**config.mk**
```make
export PLATFORM = sky130hd
export DESIGN_NAME = mux_arb_reg
export DESIGN_NICKNAME = d
export VERILOG_FILES = /design/src/rtl/mux_arb_pkg.sv /design/src/rtl/rr_arbiter.sv /design/src/rtl/mux_arb_reg.sv
export SDC_FILE = /design/constraint.sdc
export NUM_CORES = 1
export LEC_CHECK = 0
export BUFFER_PORTS_ARGS = -buffer_cell sky130_fd_sc_hd__buf_2
export CORE_MARGIN = 4
export CORE_UTILIZATION = 44
export DETAILED_ROUTE_END_ITERATION = 12
export MAX_ROUTING_LAYER = met4
export PLACE_DENSITY = 0.8
export SYNTH_ARGS = -nofsm -noshare
export SYNTH_HDL_FRONTEND = slang
export SYNTH_HIERARCHICAL = 1
export SYNTH_SLANG_ARGS = --single-unit
export TNS_END_PERCENT = 20
```
**constraint.sdc**
```tcl
create_clock -name clk -period 2.64 [get_ports clk]
set_input_delay 0.264 -clock clk [delete_from_list [all_inputs] [get_ports clk]]
set_output_delay 0.264 -clock clk [all_outputs]
set_load 0.02 [all_outputs]
```
**src/rtl/mux_arb_pkg.sv**
```systemverilog
// Shared mode encoding and select-width derivation for the mux/arbiter/register block.
package mux_arb_pkg;

   typedef enum logic {
      MODE_SELECT = 1'b0,
      MODE_RR     = 1'b1
   } mode_e;

   // Channel-index width; a 1- or 2-channel mux still needs one select bit.
   function automatic int sw_of(input int n);
      return (n <= 2) ? 1 : $clog2(n);
   endfunction

endpackage

```
**src/rtl/rr_arbiter.sv**
```systemverilog
// Combinational round-robin search: first requester after ptr, wrapping modulo N.
module rr_arbiter
   import mux_arb_pkg::*;
#(
   parameter int  N  = 4,
   localparam int SW = sw_of(N)
) (
   input  logic [N-1:0]  req,
   input  logic [SW-1:0] ptr,
   output logic [SW-1:0] grant,
   output logic          grant_valid
);

   always_comb begin
      grant       = '0;
      grant_valid = |req;
      // Walk from farthest to nearest so the closest requester after ptr wins.
      for (int k = N; k >= 1; k--) begin
         if (req[(int'(ptr) + k) % N])
            grant = SW'((int'(ptr) + k) % N);
      end
   end

endmodule

```
**src/rtl/mux_arb_reg.sv**
```systemverilog
// N-channel mux with SELECT / round-robin arbitration feeding a single output register.
module mux_arb_reg
   import mux_arb_pkg::*;
#(
   parameter int  N  = 4,
   parameter int  W  = 8,
   localparam int SW = sw_of(N)
) (
   input  logic           clk,
   input  logic           rst,
   input  logic [N-1:0]   in_valid,
   input  logic [N*W-1:0] in_data,
   output logic [N-1:0]   in_ready,
   input  logic           mode,
   input  logic [SW-1:0]  sel,
   output logic           out_valid,
   output logic [W-1:0]   out_data,
   output logic [SW-1:0]  out_chan,
   input  logic           out_ready
);

   logic          out_valid_q, out_valid_d;
   logic [W-1:0]  out_data_q,  out_data_d;
   logic [SW-1:0] out_chan_q,  out_chan_d;
   logic [SW-1:0] ptr_q,       ptr_d;

   logic [SW-1:0] rr_grant;
   logic          rr_grant_valid;
   logic [SW-1:0] grant;
   logic          grant_valid;
   logic [N-1:0]  vld_shift;
   logic          load_en;
   logic          in_xfer;

   rr_arbiter #(.N(N)) u_rr (
      .req         (in_valid),
      .ptr         (ptr_q),
      .grant       (rr_grant),
      .grant_valid (rr_grant_valid)
   );

   assign load_en   = !out_valid_q || out_ready;
   assign vld_shift = in_valid >> sel;

   always_comb begin
      if (mode_e'(mode) == MODE_RR) begin
         grant       = rr_grant;
         grant_valid = rr_grant_valid;
      end else begin
         grant       = sel;
         grant_valid = (int'(sel) < N) && vld_shift[0];
      end
   end

   always_comb begin
      in_ready = '0;
      if (load_en && grant_valid && !rst)
         in_ready[grant] = 1'b1;
   end

   assign in_xfer = |(in_valid & in_ready);

   always_comb begin
      out_valid_d = out_valid_q;
      out_data_d  = out_data_q;
      out_chan_d  = out_chan_q;
      ptr_d       = ptr_q;
      // An empty load slot drops valid but keeps the last word visible.
      if (load_en) begin
         out_valid_d = in_xfer;
         if (in_xfer) begin
            out_data_d = in_data[int'(grant)*W +: W];
            out_chan_d = grant;
            ptr_d      = grant;
         end
      end
   end

   always_ff @(posedge clk) begin
      if (rst) begin
         out_valid_q <= 1'b0;
         out_data_q  <= '0;
         out_chan_q  <= '0;
         ptr_q       <= SW'(N - 1);
      end else begin
         out_valid_q <= out_valid_d;
         out_data_q  <= out_data_d;
         out_chan_q  <= out_chan_d;
         ptr_q       <= ptr_d;
      end
   end

   assign out_valid = out_valid_q;
   assign out_data  = out_data_q;
   assign out_chan  = out_chan_q;

endmodule
```
==> impl_summary.txt <==
----------------------------------------------------
[Run status]
  Result of the run ... finished clean

[Setup path]
  Most frequent CP cell ... mux2i_1
  Master of the slowest instance on the critical path ... mux4_2
  Critical path endpoint category ... flop
  Critical Path RT ... 2840 ps
  Critical path, cell by cell ... mux2i_1 -> o221ai_2 -> mux2i_4 -> mux4_2 -> nand2_2 -> mux2i_1
  Critical path data arrival time ... 2510 ps
  Largest fanout on the critical path ... 12
  Nature of the critical path startpoint ... flop
  Crit path kind ... flop to flop
  R2R cell count ... 6
  Worst stage delay on the critical path ... 570 ps

[STA]
  WHS ... 204.0 ps
  Period utilisation layout ... 87.50%
  Count of final max-slew check failures ... 0
  Measured slew at the worst slew-check pin ... 314.8 ps
  Final sum of negative setup slack ... 0 ps
  Worst Clk Skew ... 1.281 ps
  Hold violation total from the final report ... 0
  Max Clk Rate ... 0.4329 GHz
  Post-layout worst setup margin ... 330.0 ps
  Clock period minus worst slack ... 2310 ps
  Rel. slew slack ... 78.94%
  Setup violation total in the final timing report ... 0
  Setup repair after global routing missed its margin ... false

[Route]
  Via total after detailed routing ... 974
  Via-per-instance ratio ... 5.181
  Initial detailed-routing violation count ... 37
  First-pass iteration count of the detailed router ... 4
  Wire length after detailed routing ... 2660 um
  Antenna-violating nets left ... 0
  Post-route DRC violation count ... 0
  Routed wire length per instance ... 14.15 um

[Die]
  Die span in x ... 56.02 um
  Die outline area ... 3138 um^2
  Area of the core ... 2212 um^2
  Floorplan row count ... 17
  I/O pin count ... 57
  Starting Density ... 45.87%
  Vertical extent of the die ... 56.02 um

[Final layout]
  Count of filler cells inserted in the layout ... 203
  Total area of sequential cells ... 260.3 um^2
  Area Overhead vs Synth ... 29.47%
  Ant. Diodes ... 0
  Post-route insts no fill ... 188
  Area of the multi-input gates ... 685.7 um^2
  Fraction of final layout cells with drive strength greater than 1 ... 48.75%
  Fin nets ... 203

[Clock network]
  Depth of the CTS H-tree ... 1
  Clock insertion delay at the later pin of the skew report ... 270 ps
  Clock-pin slew of the registers on the worst-case setup and hold paths ... 70 ps
  # resized after CTS ... 0
  CTS tree ... yes
  TritonCTS buffer count ... 3
  CTS sink count ... 13
  Clock tree root buffer cell ... clkbuf_4
  Clock tree buffer depth ... 2
  Hold buffer count at cts ... 0
  Buffers inserted by post-CTS timing repair ... 0

[Pwr]
  Clock share of power ... 18.5%
  Sw Pwr ... 0.2261 mW
  Register share of total power ... 37.5%
  Switching share of power ... 35.11%
  Post-layout total power ... 0.6441 mW
  Max VDD drop ... 330.5 uV
  Internal ... 0.4179 mW
  Leak pwr ... 0.7200 nW
  Gate power share ... 43.9%
  Power density cells ... 490.3 nW/um^2

[Global route]
  First-pass GRT wire length ... 4422 um
  Remaining global-route overflow ... 0
  Global router's overall resource usage ... 17.87%
  Maximum number of pins on one net before global-route repair ... 20
  Via count of the first global-routing pass ... 1017
  Initial antenna violation count ... 0

[Placed design]
  Routability congestion estimate from global placement ... 0.8166
  Port buffer count ... 56
  Pre-CTS setup slack ... 397.7 ps
  Total placed cells including tap cells ... 184
  Post-detailed-placement half-perimeter wirelength ... 2216 um

[Synth]
  Synthesized-area fraction occupied by adder cells ... 0%
  YS warnings ... 6
  Largest family of logic cells by synthesized area ... multiplexers
  Xor/xnor share of the synthesized area ... 0%
  Complex-gate fraction of the synthesized area ... 10.36%
  Share of synthesized area occupied by flip-flops and latches ... 25.65%
  Cell type contributing the most total cell area after synthesis ... dfxtp_1
  Share of cell area taken by muxes after synthesis ... 41.18%
  Mapped Nets ... 145
  Synthesized instance count ... 103
  Flops & latches, synth ... 13
  Post-synthesis share of cell area spent on and, or, nand and nor gates ... 15.66%
  Per-instance average area after synthesis ... 9.852 um^2
  Netlist area before placement ... 1015 um^2
  Cell types with the largest area share after synthesis ... dfxtp_1 (26%), mux2i_1 (26%), mux2_2 (8.9%), mux4_2 (4.4%), nand2_1 (3.7%)
  Post-synthesis cell type count ... 30
  Yosys top cell area share ... 25.65%

[Worst hold path]
  Hold Crit Class ... primary input to flop
  Cell count of the worst hold path ... 2

[Run]
  Maximum Capacitance Violations ... 0

----------------------------------------------------
## cells by family after synthesis
logic type	after synthesis
compound gates	14
simple gates	31
flops	13
mux	37
buf+inv	8
## through the flow
| stage | util [%] | area (um^2) |
|---|---|---|
| 3_5_place_dp | 58.20 | 1287 |
| 2_1_floorplan | - | 1015 |
| 6_report | 59.39 | 1314 |
| 4_1_cts | 59.39 | 1314 |
| 3_3_place_gp | 58.20 | 1287 |
| 5_1_grt | 59.39 | 1314 |
## cell usage in the layout (no fill, tap or decap)
cell type  count
clkbuf_1       1
a21oi_1        4
a31oi_1        1
and3b_1        2
buf_4          2
mux2i_4        1
a31o_2         1
o2111a_2       1
nand2b_1       6
mux2i_2        1
o221ai_2       1
clkinv_1       1
a211o_1        1
mux4_2         2
nand3_1        1
mux2_2         8
nand2_1       10
clkbuf_4       3
a21boi_0       1
mux2i_1       25
and3_1         1
and2b_1        1
a21oi_2        1
a21boi_1       1
nand2_2        1
buf_2         56
o21ai_0        2
inv_1          2
nor3b_1        2
dfxtp_1       13
nor2_1         7
## flip-flops by register name, summed over array words and instances (netlist names)
signal and cells:
out_chan 2, out_data 8, ptr_q 2, out_valid 1
## worst paths after layout
path | end | slack, ps | startpoint
worst max-delay path | out_data[1]$_SDFFE_PP0P_ | 330 | ptr_q[1]$_SDFFE_PP1P_
worst min-delay path | out_valid$_SDFFE_PP0P_ | 200 | rst
worst max register to register | out_data[1]$_SDFFE_PP0P_ | 330 | ptr_q[1]$_SDFFE_PP1P_
worst min register to register | out_data[2]$_SDFFE_PP0P_ | 460 | out_data[2]$_SDFFE_PP0P_
## worst max-delay path: cells and delay by family, from the launching register on
family | cells | cell delay, ps
AO/OA/AOI/OAI | 1 | 180
multiplexers | 4 | 1320
AND/OR/NAND/NOR | 1 | 290
flip-flops | 1 | 450
## area by class of cell
| class | count | share of cell area, % |
|---|---|---|
| clock buffer | 4 | 2.000 |
| tap | 28 | 2.667 |
| sequential | 13 | 19.81 |
| inverter | 3 | 0.8571 |
| multi-input combinational | 82 | 52.19 |
| timing repair buffer | 58 | 22.48 |
## synthesized netlist by cell type
cell type  count
nor2_1         7
buf_12         1
buf_6          2
nand2b_1       6
a21oi_2        1
and2b_1        1
and3b_1        2
a211o_1        1
mux2i_4        1
buf_8          1
and3_1         1
clkinv_1       1
a21oi_1        4
dfxtp_1       13
o2111a_2       1
o221ai_2       1
a21boi_0       1
a31oi_1        1
nand3_1        1
inv_1          2
mux4_2         2
a21boi_1       1
o21ai_0        2
mux2i_1       26
buf_1          1
a31o_2         1
mux2_2         8
nand2_2        1
nor3b_1        2
nand2_1       10
## power groups by stage
stage	Combinational [mW]	Sequential [mW]	Clock (mW)
3_3_place_gp	0.275	0.245	0
6_report	0.283	0.242	0.119
5_1_grt	0.307	0.246	0.134
4_1_cts	0.286	0.242	0.125
2_1_floorplan	0.175	0.274	0
3_5_place_dp	0.284	0.246	0
## per-layer routing
| layer | track usage (%) | vias to the layer above | wire length (um) |
|---|---|---|---|
| met1 | 18.41 | 466 | 1020 |
| li1 | - | 489 | - |
| met5 | - | - | 0 |
| met3 | 2.784 | 2 | 90 |
| met2 | 33.89 | 17 | 1536 |
| met4 | 6.102 | 0 | 12 |
Note: power is estimated with default switching activity, not from simulation.
